==> src/rtl/ex_pipe_ctrl_if.sv <==
// Bundle between the execute-stage controller and the surrounding pipeline datapath.
// Latency: none; this is wiring only.
// Backpressure: mem_busy travels in here and the controller's stall/freeze strobes travel out.
interface ex_pipe_ctrl_if #(
    parameter int WORD  = 64,
    parameter int CNT_W = 16
);
    // ID-stage instruction fields and execute/memory status
    logic             id_valid;
    logic [10:0]      id_opcode;
    logic [4:0]       id_rn;
    logic [4:0]       id_rm;
    logic [4:0]       id_rd;
    logic             ex_zero;
    logic [WORD-1:0]  ex_branch_target;
    logic             mem_busy;

    // front-end steering
    logic             pc_write;
    logic             ifid_write;
    logic             ifid_flush;
    logic             pc_src;
    logic [WORD-1:0]  pc_target;

    // registered ID/EX control bundle
    logic             ex_valid;
    logic [10:0]      ex_opcode;
    logic [1:0]       ex_alu_op;
    logic             ex_alu_src;
    logic [4:0]       ex_rd;
    logic             ex_mem_read;
    logic             ex_mem_write;
    logic             ex_reg_write;
    logic             ex_branch;
    logic             ex_uncond;

    // status
    logic [1:0]       ctrl_state;
    logic [CNT_W-1:0] stall_count;
    logic [CNT_W-1:0] flush_count;

    // pipeline datapath side
    modport master (
        output id_valid, id_opcode, id_rn, id_rm, id_rd, ex_zero, ex_branch_target, mem_busy,
        input  pc_write, ifid_write, ifid_flush, pc_src, pc_target,
        input  ex_valid, ex_opcode, ex_alu_op, ex_alu_src, ex_rd,
        input  ex_mem_read, ex_mem_write, ex_reg_write, ex_branch, ex_uncond,
        input  ctrl_state, stall_count, flush_count
    );

    // controller side
    modport slave (
        input  id_valid, id_opcode, id_rn, id_rm, id_rd, ex_zero, ex_branch_target, mem_busy,
        output pc_write, ifid_write, ifid_flush, pc_src, pc_target,
        output ex_valid, ex_opcode, ex_alu_op, ex_alu_src, ex_rd,
        output ex_mem_read, ex_mem_write, ex_reg_write, ex_branch, ex_uncond,
        output ctrl_state, stall_count, flush_count
    );
endinterface

==> src/rtl/ex_pipe_ctrl.sv <==
// Execute-stage controller: decodes ID into ID/EX, sequences load-use stall, branch flush, memory freeze.
// Latency: PC/IF-ID strobes combinational in the same cycle; ID/EX, ctrl_state and counters 1 cycle.
// Backpressure: mem_busy freezes PC, IF/ID and ID/EX; a load-use hazard holds PC and IF/ID for one cycle.
module ex_pipe_ctrl #(
    parameter int WORD  = 64,
    parameter int CNT_W = 16
) (
    input  logic           clk,
    input  logic           rst_n,
    ex_pipe_ctrl_if.slave  bus
);

    localparam logic [10:0] OP_LDUR = 11'b11111000010;
    localparam logic [10:0] OP_STUR = 11'b11111000000;
    localparam logic [10:0] OP_ADD  = 11'b10001011000;
    localparam logic [10:0] OP_SUB  = 11'b11001011000;
    localparam logic [10:0] OP_AND  = 11'b10001010000;
    localparam logic [10:0] OP_ORR  = 11'b10101010000;

    typedef enum logic [1:0] {
        ST_RUN    = 2'd0,
        ST_STALL  = 2'd1,
        ST_FLUSH  = 2'd2,
        ST_FREEZE = 2'd3
    } state_t;

    typedef struct packed {
        logic        valid;
        logic [10:0] opcode;
        logic [1:0]  alu_op;
        logic        alu_src;
        logic        mem_read;
        logic        mem_write;
        logic        reg_write;
        logic        branch;
        logic        uncond;
        logic [4:0]  rd;
    } idex_t;

    state_t           state_q, state_d;
    idex_t            idex_q, dec;
    logic             rn_used, rm_used, rd_used;
    logic             taken, hazard;
    logic             pc_write_c, ifid_write_c, ifid_flush_c, pc_src_c;
    logic [WORD-1:0]  pc_target_c;
    logic [CNT_W-1:0] stall_cnt_q, flush_cnt_q;

    // Decode the ID instruction into the control bundle and note which register fields it reads.
    // Unrecognised opcodes and empty slots become an all-zero bubble that reads nothing.
    always_comb begin
        dec     = '0;
        rn_used = 1'b0;
        rm_used = 1'b0;
        rd_used = 1'b0;
        if (bus.id_valid) begin
            casez (bus.id_opcode)
                OP_LDUR: begin
                    dec.valid     = 1'b1;
                    dec.alu_src   = 1'b1;
                    dec.mem_read  = 1'b1;
                    dec.reg_write = 1'b1;
                    rn_used       = 1'b1;
                end
                OP_STUR: begin
                    dec.valid     = 1'b1;
                    dec.alu_src   = 1'b1;
                    dec.mem_write = 1'b1;
                    rn_used       = 1'b1;
                    rd_used       = 1'b1;
                end
                OP_ADD, OP_SUB, OP_AND, OP_ORR: begin
                    dec.valid     = 1'b1;
                    dec.alu_op    = 2'b10;
                    dec.reg_write = 1'b1;
                    rn_used       = 1'b1;
                    rm_used       = 1'b1;
                end
                11'b10110100???: begin
                    dec.valid     = 1'b1;
                    dec.alu_op    = 2'b01;
                    dec.branch    = 1'b1;
                    rn_used       = 1'b1;
                    rd_used       = 1'b1;
                end
                11'b000101?????: begin
                    dec.valid     = 1'b1;
                    dec.uncond    = 1'b1;
                end
                default: ;
            endcase
            if (dec.valid) begin
                dec.opcode = bus.id_opcode;
                dec.rd     = bus.id_rd;
            end
        end
    end

    // Branch resolution and load-use detection against the instruction sitting in EX.
    // X31 is XZR, so a load into it never creates a dependency.
    always_comb begin
        taken  = idex_q.valid & (idex_q.uncond | (idex_q.branch & bus.ex_zero));
        hazard = idex_q.valid & idex_q.mem_read & (idex_q.rd != 5'd31) &
                 ((rn_used & (bus.id_rn == idex_q.rd)) |
                  (rm_used & (bus.id_rm == idex_q.rd)) |
                  (rd_used & (bus.id_rd == idex_q.rd)));
    end

    // Action register: remembers what the pipeline did on the previous cycle.
    always_ff @(posedge clk or negedge rst_n) begin
        if (!rst_n) state_q <= ST_RUN;
        else        state_q <= state_d;
    end

    // Choose this cycle's action: a memory hold beats a redirect, which beats a load-use bubble.
    always_comb begin
        state_d = ST_RUN;
        if (bus.mem_busy)  state_d = ST_FREEZE;
        else if (taken)    state_d = ST_FLUSH;
        else if (hazard)   state_d = ST_STALL;
    end

    // Front-end strobes for the action being taken right now.
    always_comb begin
        pc_write_c   = 1'b0;
        ifid_write_c = 1'b0;
        ifid_flush_c = 1'b0;
        pc_src_c     = 1'b0;
        pc_target_c  = bus.ex_branch_target;
        case (state_d)
            ST_RUN: begin
                pc_write_c   = 1'b1;
                ifid_write_c = 1'b1;
            end
            ST_FLUSH: begin
                pc_write_c   = 1'b1;
                ifid_write_c = 1'b1;
                ifid_flush_c = 1'b1;
                pc_src_c     = 1'b1;
            end
            default: ;
        endcase
    end

    // ID/EX register: hold on freeze, bubble on flush or stall, otherwise take the decode.
    always_ff @(posedge clk or negedge rst_n) begin
        if (!rst_n) begin
            idex_q <= '0;
        end else begin
            case (state_d)
                ST_FREEZE:          idex_q <= idex_q;
                ST_FLUSH, ST_STALL: idex_q <= '0;
                default:            idex_q <= dec;
            endcase
        end
    end

    // Saturating event counters for inserted load-use bubbles and taken redirects.
    always_ff @(posedge clk or negedge rst_n) begin
        if (!rst_n) begin
            stall_cnt_q <= '0;
            flush_cnt_q <= '0;
        end else begin
            if (state_d == ST_STALL && !(&stall_cnt_q)) stall_cnt_q <= stall_cnt_q + CNT_W'(1);
            if (state_d == ST_FLUSH && !(&flush_cnt_q)) flush_cnt_q <= flush_cnt_q + CNT_W'(1);
        end
    end

    assign bus.pc_write     = pc_write_c;
    assign bus.ifid_write   = ifid_write_c;
    assign bus.ifid_flush   = ifid_flush_c;
    assign bus.pc_src       = pc_src_c;
    assign bus.pc_target    = pc_target_c;
    assign bus.ex_valid     = idex_q.valid;
    assign bus.ex_opcode    = idex_q.opcode;
    assign bus.ex_alu_op    = idex_q.alu_op;
    assign bus.ex_alu_src   = idex_q.alu_src;
    assign bus.ex_rd        = idex_q.rd;
    assign bus.ex_mem_read  = idex_q.mem_read;
    assign bus.ex_mem_write = idex_q.mem_write;
    assign bus.ex_reg_write = idex_q.reg_write;
    assign bus.ex_branch    = idex_q.branch;
    assign bus.ex_uncond    = idex_q.uncond;
    assign bus.ctrl_state   = state_q;
    assign bus.stall_count  = stall_cnt_q;
    assign bus.flush_count  = flush_cnt_q;

endmodule

==> src/flat_wrapper.sv <==
// flat-port wrapper written by rule: the top's interface ports become plain ports
module ex_pipe_ctrl_flat 
#(
    parameter int WORD  = 64,
    parameter int CNT_W = 16
)
  (clk, rst_n, bus_id_valid, bus_id_opcode, bus_id_rn, bus_id_rm, bus_id_rd, bus_ex_zero, bus_ex_branch_target, bus_mem_busy, bus_pc_write, bus_ifid_write, bus_ifid_flush, bus_pc_src, bus_pc_target, bus_ex_valid, bus_ex_opcode, bus_ex_alu_op, bus_ex_alu_src, bus_ex_rd, bus_ex_mem_read, bus_ex_mem_write, bus_ex_reg_write, bus_ex_branch, bus_ex_uncond, bus_ctrl_state, bus_stall_count, bus_flush_count);
  ex_pipe_ctrl_if #(.WORD(WORD), .CNT_W(CNT_W)) bus_i ();
  input  logic clk;
  input  logic rst_n;
  input wire logic [$bits(bus_i.id_valid)-1:0] bus_id_valid;
  input wire logic [$bits(bus_i.id_opcode)-1:0] bus_id_opcode;
  input wire logic [$bits(bus_i.id_rn)-1:0] bus_id_rn;
  input wire logic [$bits(bus_i.id_rm)-1:0] bus_id_rm;
  input wire logic [$bits(bus_i.id_rd)-1:0] bus_id_rd;
  input wire logic [$bits(bus_i.ex_zero)-1:0] bus_ex_zero;
  input wire logic [$bits(bus_i.ex_branch_target)-1:0] bus_ex_branch_target;
  input wire logic [$bits(bus_i.mem_busy)-1:0] bus_mem_busy;
  output wire logic [$bits(bus_i.pc_write)-1:0] bus_pc_write;
  output wire logic [$bits(bus_i.ifid_write)-1:0] bus_ifid_write;
  output wire logic [$bits(bus_i.ifid_flush)-1:0] bus_ifid_flush;
  output wire logic [$bits(bus_i.pc_src)-1:0] bus_pc_src;
  output wire logic [$bits(bus_i.pc_target)-1:0] bus_pc_target;
  output wire logic [$bits(bus_i.ex_valid)-1:0] bus_ex_valid;
  output wire logic [$bits(bus_i.ex_opcode)-1:0] bus_ex_opcode;
  output wire logic [$bits(bus_i.ex_alu_op)-1:0] bus_ex_alu_op;
  output wire logic [$bits(bus_i.ex_alu_src)-1:0] bus_ex_alu_src;
  output wire logic [$bits(bus_i.ex_rd)-1:0] bus_ex_rd;
  output wire logic [$bits(bus_i.ex_mem_read)-1:0] bus_ex_mem_read;
  output wire logic [$bits(bus_i.ex_mem_write)-1:0] bus_ex_mem_write;
  output wire logic [$bits(bus_i.ex_reg_write)-1:0] bus_ex_reg_write;
  output wire logic [$bits(bus_i.ex_branch)-1:0] bus_ex_branch;
  output wire logic [$bits(bus_i.ex_uncond)-1:0] bus_ex_uncond;
  output wire logic [$bits(bus_i.ctrl_state)-1:0] bus_ctrl_state;
  output wire logic [$bits(bus_i.stall_count)-1:0] bus_stall_count;
  output wire logic [$bits(bus_i.flush_count)-1:0] bus_flush_count;
  assign bus_i.id_valid = bus_id_valid;
  assign bus_i.id_opcode = bus_id_opcode;
  assign bus_i.id_rn = bus_id_rn;
  assign bus_i.id_rm = bus_id_rm;
  assign bus_i.id_rd = bus_id_rd;
  assign bus_i.ex_zero = bus_ex_zero;
  assign bus_i.ex_branch_target = bus_ex_branch_target;
  assign bus_i.mem_busy = bus_mem_busy;
  assign bus_pc_write = bus_i.pc_write;
  assign bus_ifid_write = bus_i.ifid_write;
  assign bus_ifid_flush = bus_i.ifid_flush;
  assign bus_pc_src = bus_i.pc_src;
  assign bus_pc_target = bus_i.pc_target;
  assign bus_ex_valid = bus_i.ex_valid;
  assign bus_ex_opcode = bus_i.ex_opcode;
  assign bus_ex_alu_op = bus_i.ex_alu_op;
  assign bus_ex_alu_src = bus_i.ex_alu_src;
  assign bus_ex_rd = bus_i.ex_rd;
  assign bus_ex_mem_read = bus_i.ex_mem_read;
  assign bus_ex_mem_write = bus_i.ex_mem_write;
  assign bus_ex_reg_write = bus_i.ex_reg_write;
  assign bus_ex_branch = bus_i.ex_branch;
  assign bus_ex_uncond = bus_i.ex_uncond;
  assign bus_ctrl_state = bus_i.ctrl_state;
  assign bus_stall_count = bus_i.stall_count;
  assign bus_flush_count = bus_i.flush_count;
  ex_pipe_ctrl #(.WORD(WORD), .CNT_W(CNT_W)) u_core (.clk(clk), .rst_n(rst_n), .bus(bus_i));
endmodule
==> config.mk <==
export PLATFORM = sky130hd
export DESIGN_NAME = ex_pipe_ctrl_flat
export DESIGN_NICKNAME = d
export VERILOG_FILES = /design/src/rtl/ex_pipe_ctrl_if.sv /design/src/rtl/ex_pipe_ctrl.sv /design/src/flat_wrapper.sv
export SDC_FILE = /design/constraint.sdc
export NUM_CORES = 1
export LEC_CHECK = 0
export CORE_ASPECT_RATIO = 0.75
export CORE_MARGIN = 2
export CORE_UTILIZATION = 45
export CTS_BUF_LIST = sky130_fd_sc_hd__clkbuf_16
export DETAILED_ROUTE_END_ITERATION = 10
export DONT_BUFFER_PORTS = 1
export PLACE_DENSITY = 0.61
export SLEW_MARGIN = 20
export SYNTH_ARGS = -nofsm -noshare
export SYNTH_HDL_FRONTEND = slang
export SYNTH_SLANG_ARGS = --single-unit
==> constraint.sdc <==
create_clock -name clk -period 3.6 [get_ports clk]
set_clock_uncertainty 0.2 [all_clocks]
set_input_delay 0.72 -clock clk [delete_from_list [all_inputs] [get_ports clk]]
set_output_delay 0.72 -clock clk [all_outputs]
set_load 0.01 [all_outputs]
==> results.sh, run 1 <==
export IMPL_postSynthCellCount=334
export IMPL_io_pin_count=222
export IMPL_numCtsBuffers=9
export IMPL_postLayoutCoreUtil_pct=45.9
export IMPL_gp_congestion=0.801
export IMPL_peakVddDrop_mv=0.170
export IMPL_crit_path_end_kind="flip-flop"
export IMPL_port_buffers=0
export IMPL_async_flop_share_pct=100
export IMPL_placement_cell_area_um2=3090
export IMPL_final_period_utilization_pct=94.9
export IMPL_layout_cells_non_filler=389
export IMPL_criticalPathCategory="primary input to flip-flop"
export IMPL_timing_max_slew_rel_slack_pct=64.5
export IMPL_min_period_ns=3.42
export IMPL_edff_count_synth=0
export IMPL_worst_setup_path_start_kind="primary input"
export IMPL_initial_core_util_pct=46.4
export IMPL_cts_num_sinks=59
export IMPL_cts_path_max_buffers=2
export IMPL_synth_unique_cells=54
export IMPL_fmax_mhz=293
export IMPL_tritoncts="done"
export IMPL_design_die_area_um2=8320
export IMPL_static_leakage_power_nw=1.50
export IMPL_die_h_um=79.5
export IMPL_max_cap_violations=0
export IMPL_insertion_delay_ns=0.32
export IMPL_syn_area_per_cell_um2=10.2
export IMPL_drt_drc_violations_left=0
export IMPL_syn_area_um2=3420
export IMPL_layout_drive_gt1_share_pct=13.2
export IMPL_rows=27
export IMPL_number_of_nets_with_antenna_violations_after_routing=0
export IMPL_die_w_um=105
export IMPL_coreArea_um2=7360
export IMPL_drt_iter0_drc=78
export IMPL_power_per_cell_area_nw_per_um2=466
export IMPL_grt_antenna_before_repair=0
export IMPL_grt_start_max_net_pins=60
export IMPL_grt_pass1_vias=2185
export IMPL_outcome="completed"
export IMPL_synthFlopType="sky130_fd_sc_hd__dfrtp_1"
export IMPL_post_route_cell_area_um2=3380
export IMPL_post_drt_wl_per_cell_um=18.9
export IMPL_via_count=2172
export IMPL_worst_setup_hold_path_clk_slew_ns=0.05
export IMPL_finalNetCount=384
export IMPL_globalRouteOverflowTotal=0
export IMPL_grt_first_pass_wirelength_mm=11.7
export IMPL_drt_pass1_iterations=4
export IMPL_route_detailed_vias_per_inst=5.58
export IMPL_crit_required_ns=3.66
export IMPL_setup_viol=0
export IMPL_timing_critical_path_fanout_max=7
export IMPL_totalWireLength_mm=7.35
export IMPL_timing_max_transition_violations_final=0
export IMPL_grtUsageTotal_pct=18.4
export IMPL_sequential_to_total_area_share_from_yosys_stat_pct=43.2
export IMPL_clock_tree_htree_level_count=3
export IMPL_synthesis_yosys_warnings=0
export IMPL_final_hold_violation_count=0
export IMPL_synth_ff_latch_count=59
export IMPL_dp_final_hpwl_mm=5.38
export IMPL_timing_hold_worst_class="primary input to asynchronous set/reset pin"
export IMPL_syn_num_nets=434
export IMPL_cts_root_buf="sky130_fd_sc_hd__clkbuf_16"
export IMPL_tightest_slew_ns=0.525
export IMPL_critPathArrivalTime_ns=3.47
export IMPL_num_antenna_cells=0
export IMPL_post_cts_buffers=0
export IMPL_syn_to_final_growth_pct=-1.24
export IMPL_dpl_cell_count=372
[cells in the final DEF (no fill, tap or decap), types with 2 or more instances in the layout]
| cell | instances |
|---|---|
| sky130_fd_sc_hd__a21boi_1 | 2 |
| sky130_fd_sc_hd__a21o_1 | 4 |
| sky130_fd_sc_hd__a21oi_1 | 5 |
| sky130_fd_sc_hd__a22o_1 | 14 |
| sky130_fd_sc_hd__and3_1 | 3 |
| sky130_fd_sc_hd__and4_1 | 2 |
| sky130_fd_sc_hd__buf_4 | 13 |
| sky130_fd_sc_hd__clkbuf_16 | 9 |
| sky130_fd_sc_hd__clkinv_1 | 5 |
| sky130_fd_sc_hd__dfrtp_1 | 59 |
| sky130_fd_sc_hd__ha_1 | 5 |
| sky130_fd_sc_hd__inv_1 | 2 |
| sky130_fd_sc_hd__mux2_2 | 3 |
| sky130_fd_sc_hd__mux2i_1 | 3 |
| sky130_fd_sc_hd__nand2_1 | 30 |
| sky130_fd_sc_hd__nand3_1 | 18 |
| sky130_fd_sc_hd__nand3b_1 | 2 |
| sky130_fd_sc_hd__nand4_1 | 7 |
| sky130_fd_sc_hd__nor2_1 | 12 |
| sky130_fd_sc_hd__nor3_1 | 4 |
| sky130_fd_sc_hd__nor4_1 | 2 |
| sky130_fd_sc_hd__nor4b_2 | 2 |
| sky130_fd_sc_hd__o21a_1 | 3 |
| sky130_fd_sc_hd__o21ai_0 | 9 |
| sky130_fd_sc_hd__o31ai_1 | 3 |
| sky130_fd_sc_hd__or2_2 | 3 |
| sky130_fd_sc_hd__or3_1 | 2 |
| sky130_fd_sc_hd__xnor2_1 | 26 |
| sky130_fd_sc_hd__xor2_1 | 10 |
[Yosys cell counts, types with 4 or more instances]
master                     instances  share of area [%]
sky130_fd_sc_hd__a21o_1            4               0.88
sky130_fd_sc_hd__a21oi_1           5               0.73
sky130_fd_sc_hd__a22o_1           14                3.6
sky130_fd_sc_hd__buf_4            66                 14
sky130_fd_sc_hd__clkbuf_1          7               0.77
sky130_fd_sc_hd__dfrtp_1          59                 43
sky130_fd_sc_hd__ha_1              5                1.8
sky130_fd_sc_hd__nand2_1          30                3.3
sky130_fd_sc_hd__nand3_1          18                2.6
sky130_fd_sc_hd__nand4_1           7                1.3
sky130_fd_sc_hd__nor2_1           12                1.3
sky130_fd_sc_hd__nor3_1            4               0.59
sky130_fd_sc_hd__o21ai_0           9                1.3
sky130_fd_sc_hd__xnor2_1          26                6.7
sky130_fd_sc_hd__xor2_1           10                2.6
[final cells by class]
type	instances	area, um^2
Fill cell	732	3990
Sequential cell	59	1480
Multi-Input combinational cell	198	1390
Clock buffer	9	225
Tap cell	101	126
Timing Repair Buffer	14	125
Clock inverter	6	23.8
Inverter	2	7.51
[critical path, cell delays in order]
cell and delay, ns:
sky130_fd_sc_hd__nand4bb_1 0.25, sky130_fd_sc_hd__or4_1 0.55, sky130_fd_sc_hd__o21ai_1 0.10, sky130_fd_sc_hd__a41o_1 0.21, sky130_fd_sc_hd__a221o_1 0.17, sky130_fd_sc_hd__ha_1 0.24
sky130_fd_sc_hd__or2_0 0.23, sky130_fd_sc_hd__or4_4 0.42, sky130_fd_sc_hd__nand2b_4 0.19, sky130_fd_sc_hd__o21ai_2 0.20, sky130_fd_sc_hd__a22o_1 0.19
[logic make-up after synthesis]
kind of cell | Yosys count | share of synthesized area, %
XOR/XNOR | 36 | 9.22
multiplexers | 7 | 2.19
adder cells (fa/ha/maj) | 5 | 1.83
AO/OA/AOI/OAI | 52 | 11.5
AND/OR/NAND/NOR | 97 | 15.8
buffers and inverters | 78 | 16.3
flip-flops | 59 | 43.2
[layer usage]
metal  wire [um]  global-route usage, %  up-vias
met3         608                   7.84       36
li1            -                      -     1001
met2        3260                   25.9       99
met4         247                   11.9        0
met5           0                      0        -
met1        3240                   23.1     1036
[report_power, final]
group,total [mW],switching [mW],internal (mW)
Sequential,0.756,0.0595,0.696
Combinational,0.100,0.0526,0.0474
Clock,0.717,0.271,0.446
[registers in the layout (all words and copies together), names as in the netlist]
register and count:
u_core.bus.ex_branch 1, u_core.bus.ex_valid 1, u_core.bus.ctrl_state 2, u_core.bus.stall_count 16, u_core.bus.ex_mem_write 1, u_core.bus.ex_opcode 11, u_core.bus.flush_count 16, u_core.bus.ex_mem_read 1
u_core.bus.ex_reg_write 1, u_core.bus.ex_rd 5, u_core.bus.ex_alu_src 1, u_core.bus.ex_uncond 1, u_core.bus.ex_alu_op 2
[what timing repair did]
action,in CTS,in global routing
endpoints found under the setup margin,0,2
gates resized for setup,0,0
endpoints found under the hold margin,59,0
hold buffers,1,0
[through the flow]
step / power [mW] / setup TNS [ns] / worst slack (ns) / hold slack (ns)
floorplan: 0.901 / 0 / 0.0462 / 0.224
global placement: 0.849 / -0.290 / -0.0238 / 0.225
detailed placement: 0.852 / -1.41 / -0.121 / 0.225
CTS: 1.60 / 0 / 0.191 / 0.0704
global route: 1.65 / -0.0164 / -0.00557 / 0.0701
finish: 1.57 / 0 / 0.183 / 0.0625
[path summary, 6_finish.rpt]
kind                       cells after the start                        end  slack [ns]                 startpoint
setup / recovery                              11    u_core.bus.ex_opcode[3]        0.18           bus_id_opcode[4]
hold / removal                                 1  u_core.bus.flush_count[7]        0.06                      rst_n
setup reg to reg                              12    u_core.bus.ex_opcode[3]        0.28       u_core.bus.ex_branch
hold reg to reg                                1  u_core.bus.stall_count[9]        0.34  u_core.bus.stall_count[9]
max in group asynchronous                      1    u_core.bus.ex_opcode[9]        2.89                      rst_n
min in group clk                               1       u_core.bus.ex_uncond        0.29          bus_id_opcode[10]
No activity file was read; power rests on OpenSTA's default activity.
==> inputs of run 2 (changes only) <==
Settings changed: SETUP_SLACK_MARGIN from default to 0.5.
==> results.sh, run 2 (synthesis results as in run 1) <==
export IMPL_gp_congestion=0.761
export IMPL_hold_ws_ns=0.0598
export IMPL_syn_to_final_growth_pct=5.01
export IMPL_min_period_ns=3.21
export IMPL_numCtsBuffers=9
export IMPL_crit_required_ns=3.65
export IMPL_max_cap_violations=0
export IMPL_die_h_um=79.5
export IMPL_post_drt_wl_per_cell_um=18.1
export IMPL_initial_core_util_pct=46.4
export IMPL_dp_final_hpwl_mm=5.08
export IMPL_timing_max_slew_rel_slack_pct=60.7
export IMPL_criticalPathCategory="primary input to flip-flop"
export IMPL_timing_hold_worst_class="primary input to asynchronous set/reset pin"
export IMPL_placement_cell_area_um2=3120
export IMPL_via_count=2255
export IMPL_grt_start_max_net_pins=60
export IMPL_grt_pass1_vias=2212
export IMPL_timing_max_transition_violations_final=0
export IMPL_route_detailed_vias_per_inst=5.74
export IMPL_power_clock_fraction_pct=50.2
export IMPL_insertion_delay_ns=0.32
export IMPL_cts_path_max_buffers=2
export IMPL_tightest_slew_ns=0.582
export IMPL_setup_viol=0
export IMPL_power_per_cell_area_nw_per_um2=490
export IMPL_totalWireLength_mm=7.10
export IMPL_worst_setup_hold_path_clk_slew_ns=0.05
export IMPL_rows=27
export IMPL_crit_path_end_kind="flip-flop"
export IMPL_globalRouteOverflowTotal=0
export IMPL_grt_first_pass_wirelength_mm=11.3
export IMPL_grtUsageTotal_pct=17.3
export IMPL_power_internal_mw=1.35
export IMPL_drt_drc_violations_left=0
export IMPL_worst_r2r_cell_count=12
export IMPL_peakVddDrop_mv=0.226
export IMPL_clock_tree_htree_level_count=3
export IMPL_mostFrequentLayoutCell="sky130_fd_sc_hd__dfrtp_1"
export IMPL_coreArea_um2=7360
export IMPL_mostFrequentLayoutCells="sky130_fd_sc_hd__dfrtp_1, sky130_fd_sc_hd__nand2_1, sky130_fd_sc_hd__xnor2_1, sky130_fd_sc_hd__nand3_1, sky130_fd_sc_hd__buf_4"
export IMPL_num_antenna_cells=0
export IMPL_critPathArrivalTime_ns=3.26
export IMPL_cts_num_sinks=59
export IMPL_layout_drive_gt1_share_pct=22.9
export IMPL_drt_pass1_iterations=4
export IMPL_number_of_nets_with_antenna_violations_after_routing=0
export IMPL_finalNetCount=387
export IMPL_tritoncts="done"
export IMPL_cts_root_buf="sky130_fd_sc_hd__clkbuf_16"
export IMPL_die_w_um=105
export IMPL_design_die_area_um2=8320
export IMPL_grt_setup_unrepaired="true"
export IMPL_io_pin_count=222
export IMPL_place_ws_ns=-0.0393
export IMPL_post_route_cell_area_um2=3590
export IMPL_setup_slack_ns=0.395
export IMPL_final_period_utilization_pct=89.0
export IMPL_timing_critical_path_fanout_max=7
export IMPL_worst_setup_path_start_kind="primary input"
export IMPL_fmax_mhz=312
export IMPL_static_leakage_power_nw=1.58
export IMPL_r2r_start="u_core.bus.ex_rd[1]"
export IMPL_pwr_share_seq_pct=43.2
export IMPL_grt_antenna_before_repair=0
export IMPL_ff2ff_setup_slack_ns=0.49
export IMPL_port_buffers=0
export IMPL_total_switching_power_mw=0.413
export IMPL_combPwrFrac_pct=6.6
export IMPL_drt_iter0_drc=80
export IMPL_netSwitchingFraction_pct=23.5
export IMPL_final_hold_violation_count=0
export IMPL_regToRegEndpoint="u_core.bus.ex_rd[2]"
export IMPL_outcome="completed"
run 2: changes by cell type in the layout (fill, tap and decap cells not counted), sizes merged:
| cell | previous run | this run |
|---|---|---|
| inv | 2 | 4 |
| clkinv | 6 | 3 |
| bufinv | 0 | 2 |
| buf | 14 | 17 |
run 2: how the worst max path moves through the flow:
stage	start	end	slack [ns]
final	bus_id_opcode[4]	u_core.bus.ex_rd[2]	0.39
after CTS	bus_id_opcode[4]	u_core.bus.ex_rd[2]	0.39
after global placement	bus_id_opcode[4]	u_core.bus.ex_opcode[3]	0.04
after detailed placement	bus_id_opcode[4]	u_core.bus.ex_opcode[4]	-0.04
after floorplan	bus_id_opcode[4]	u_core.bus.ex_opcode[10]	0.08
after global routing	bus_id_opcode[4]	u_core.bus.ex_opcode[3]	0.27
run 2: metal layers:
layer / part of all wire (%) / GRT usage, %
met5: 0 / 0
met4: 1.5 / 5.60
met3: 10 / 9.47
met2: 45 / 26.5
met1: 43 / 20.8
run 2: worst max-delay path, cell delays in order:
cell                        delay, ns
sky130_fd_sc_hd__nand4bb_4       0.21
sky130_fd_sc_hd__or4_4           0.50
sky130_fd_sc_hd__o21ai_2         0.07
sky130_fd_sc_hd__a41o_1          0.21
sky130_fd_sc_hd__a221o_1         0.18
sky130_fd_sc_hd__ha_1            0.23
sky130_fd_sc_hd__or2_1           0.22
sky130_fd_sc_hd__or4_4           0.42
sky130_fd_sc_hd__nand2b_4        0.19
sky130_fd_sc_hd__o21ai_4         0.14
sky130_fd_sc_hd__a22o_1          0.17
run 2: final cells by class:
cell class	count	area, um^2
clock buffer	9	225
clock inverter	7	85.1
fill	710	3770
inverter	2	7.51
multi-input combinational	198	1520
sequential	59	1480
tap	101	126
timing repair buffer	17	148
run 2: repair_timing:
item / in CTS / in global routing
gates cloned: 1 / 0
pin swaps: 10 / 10
hold buffers: 1 / 0
buffers inserted: 0 / 3
setup endpoints to repair: 20 / 32
resized for setup: 10 / 18
hold endpoints to repair: 59 / 0
run 2: power by group through the flow:
stage / registers, mW / clock network (mW) / logic (mW)
5_1_grt: 0.766 / 0.941 / 0.130
2_1_floorplan: 0.756 / 0 / 0.147
6_report: 0.761 / 0.884 / 0.116
3_3_place_gp: 0.769 / 0 / 0.0852
3_5_place_dp: 0.770 / 0 / 0.0904
4_1_cts: 0.758 / 0.906 / 0.109
run 2: per-stage QoR:
stage               cells  utilization (%)  total power, mW  TNS (ns)
floorplan             334                -            0.903         0
CTS                   390             47.5             1.77         0
global route          393             48.8             1.84         0
detailed placement    372             42.4            0.860    -0.415
finish                393             48.8             1.76         0
global placement      372             42.4            0.855         0
==> inputs of run 3 (changes only) <==
Settings changed: GPL_TIMING_DRIVEN from default to 0.
==> results.sh, run 3 (synthesis results as in run 1) <==
export IMPL_tightest_slew_ns=0.673
export IMPL_coreArea_um2=7360
export IMPL_drt_drc_violations_left=0
export IMPL_r2r_start="u_core.bus.ex_rd[2]"
export IMPL_dp_final_hpwl_mm=5.78
export IMPL_insertion_delay_ns=0.32
export IMPL_grt_start_max_net_pins=60
export IMPL_timing_hold_worst_class="primary input to asynchronous set/reset pin"
export IMPL_final_hold_violation_count=0
export IMPL_rows=27
export IMPL_numCtsBuffers=9
export IMPL_setup_viol=0
export IMPL_drt_iter0_drc=81
export IMPL_post_drt_wl_per_cell_um=16.7
export IMPL_total_switching_power_mw=0.431
export IMPL_mostFrequentLayoutCells="sky130_fd_sc_hd__buf_4, sky130_fd_sc_hd__dfrtp_1, sky130_fd_sc_hd__nand2_1, sky130_fd_sc_hd__xnor2_1, sky130_fd_sc_hd__nand3_1"
export IMPL_detailroute_wirelength_met3_um=650
export IMPL_io_pin_count=222
export IMPL_max_cap_violations=0
export IMPL_criticalPathCategory="primary input to output pin"
export IMPL_globalRouteOverflowTotal=0
export IMPL_outcome="completed"
export IMPL_grtUsageTotal_pct=18.8
export IMPL_number_of_nets_with_antenna_violations_after_routing=0
export IMPL_regToRegEndpoint="u_core.bus.ex_opcode[9]"
export IMPL_peakVddDrop_mv=0.249
export IMPL_crit_path_end_kind="output pin"
export IMPL_initial_core_util_pct=46.4
export IMPL_grt_antenna_before_repair=0
export IMPL_power_clock_fraction_pct=45.3
export IMPL_via_count=2449
export IMPL_top_signal_layer_used="met4"
export IMPL_route_detailed_vias_per_inst=5.27
export IMPL_routedLengthMet1_mm=3.23
export IMPL_cts_num_sinks=59
export IMPL_worst_setup_path_start_kind="primary input"
export IMPL_timing_max_transition_violations_final=0
export IMPL_layout_drive_gt1_share_pct=37.1
export IMPL_timing_critical_path_fanout_max=3
export IMPL_fmax_mhz=299
export IMPL_dpl_cell_count=435
export IMPL_tritoncts="done"
export IMPL_static_leakage_power_nw=1.93
export IMPL_gp_congestion=0.772
export IMPL_combPwrFrac_pct=11.1
export IMPL_sum_of_met2_wire_segment_lengths_after_detailed_routing_mm=3.87
export IMPL_num_antenna_cells=0
export IMPL_final_period_utilization_pct=92.8
export IMPL_drt_pass1_iterations=4
export IMPL_power_per_cell_area_nw_per_um2=419
export IMPL_crit_required_ns=2.68
export IMPL_grt_setup_unrepaired="true"
export IMPL_postLayoutCoreUtil_pct=56.6
export IMPL_layout_cells_non_filler=465
export IMPL_timing_max_slew_rel_slack_pct=55.0
export IMPL_die_h_um=79.5
export IMPL_totalWireLength_mm=7.78
export IMPL_grt_pass1_vias=2359
export IMPL_cts_path_max_buffers=2
export IMPL_ff2ff_setup_slack_ns=0.33
export IMPL_design_die_area_um2=8320
export IMPL_critPathArrivalTime_ns=2.42
export IMPL_syn_to_final_growth_pct=21.9
export IMPL_finalNetCount=460
export IMPL_die_w_um=105
export IMPL_port_buffers=0
export IMPL_cts_root_buf="sky130_fd_sc_hd__clkbuf_16"
export IMPL_grt_first_pass_wirelength_mm=12.2
export IMPL_clock_tree_htree_level_count=3
export IMPL_netSwitchingFraction_pct=24.7
export IMPL_pwr_share_seq_pct=43.6
export IMPL_total_power_mw=1.75
export IMPL_worst_setup_hold_path_clk_slew_ns=0.05
export IMPL_mostFrequentLayoutCell="sky130_fd_sc_hd__buf_4"
export IMPL_min_period_ns=3.34
export IMPL_power_internal_mw=1.32
export IMPL_setup_total_negative_slack_ns=0
export IMPL_worst_r2r_cell_count=14
[run 3: cell types whose count changed in the layout (fill, tap and decap cells not counted), sizes merged]
| cell | delta |
|---|---|
| o21ai | -1 |
| buf | +66 |
| clkbuf | +8 |
| bufinv | -1 |
[run 3: worst max path at each step]
stage / startpoint / to / slack (ns) / cells past startpoint
2_1_floorplan: bus_id_opcode[4] / u_core.bus.ex_opcode[10] / 0.08 / 12
3_3_place_gp: bus_id_opcode[4] / u_core.bus.ex_opcode[8] / -0.33 / 13
3_5_place_dp: bus_id_opcode[4] / u_core.bus.ex_opcode[4] / -0.32 / 13
4_1_cts: bus_id_opcode[3] / bus_pc_write / 0.24 / 9
5_1_grt: bus_id_opcode[3] / bus_pc_write / 0.16 / 9
6_report: bus_id_opcode[3] / bus_pc_write / 0.26 / 9
[run 3: through the flow]
step                      cell area, um^2  setup WS [ns]  hold slack, ns
after floorplan                      3450         0.0783           0.224
after global placement               3580         -0.331           0.226
after detailed placement             3580         -0.321           0.226
after CTS                            4090          0.240          0.0775
after global routing                 4170          0.164          0.0839
final                                4170          0.259          0.0753
[run 3: power by group through the flow]
stage	Combinational [mW]	Clock [mW]	Sequential (mW)
after floorplan	0.147	0	0.756
after global placement	0.163	0	0.769
after detailed placement	0.165	0	0.770
after CTS	0.191	0.814	0.759
after global routing	0.217	0.855	0.769
final	0.194	0.793	0.761
[run 3: what timing repair did]
action / CTS / global route
hold buffers: 1 / 0
cloned: 1 / 0
setup buffers: 11 / 2
gates resized for setup: 28 / 17
setup endpoints to repair: 28 / 31
hold endpoints to repair: 59 / 0
pin swaps: 6 / 9
[run 3: area by class of cell]
type / instances / area, um^2
timing repair buffer: 15 / 161
multi-input combinational: 197 / 1530
inverter: 2 / 7.51
clock buffer: 9 / 225
buffer: 76 / 589
fill: 659 / 3200
tap: 101 / 126
sequential: 59 / 1480
clock inverter: 6 / 50.0
[run 3: worst max-delay path, stage by stage]
cell                        delay (ns)
sky130_fd_sc_hd__nand4bb_4        0.21
sky130_fd_sc_hd__or4_4            0.50
sky130_fd_sc_hd__o21ai_2          0.08
sky130_fd_sc_hd__a41o_1           0.20
sky130_fd_sc_hd__buf_4            0.12
sky130_fd_sc_hd__a221oi_2         0.05
sky130_fd_sc_hd__ha_2             0.18
sky130_fd_sc_hd__or2_4            0.25
sky130_fd_sc_hd__buf_6            0.12
[run 3: metal layers]
metal | vias up | track usage (%)
li1 | 1152 | -
met1 | 1193 | 23.8
met2 | 100 | 30.5
met3 | 4 | 8.08
met4 | 0 | 3.60
met5 | - | 0
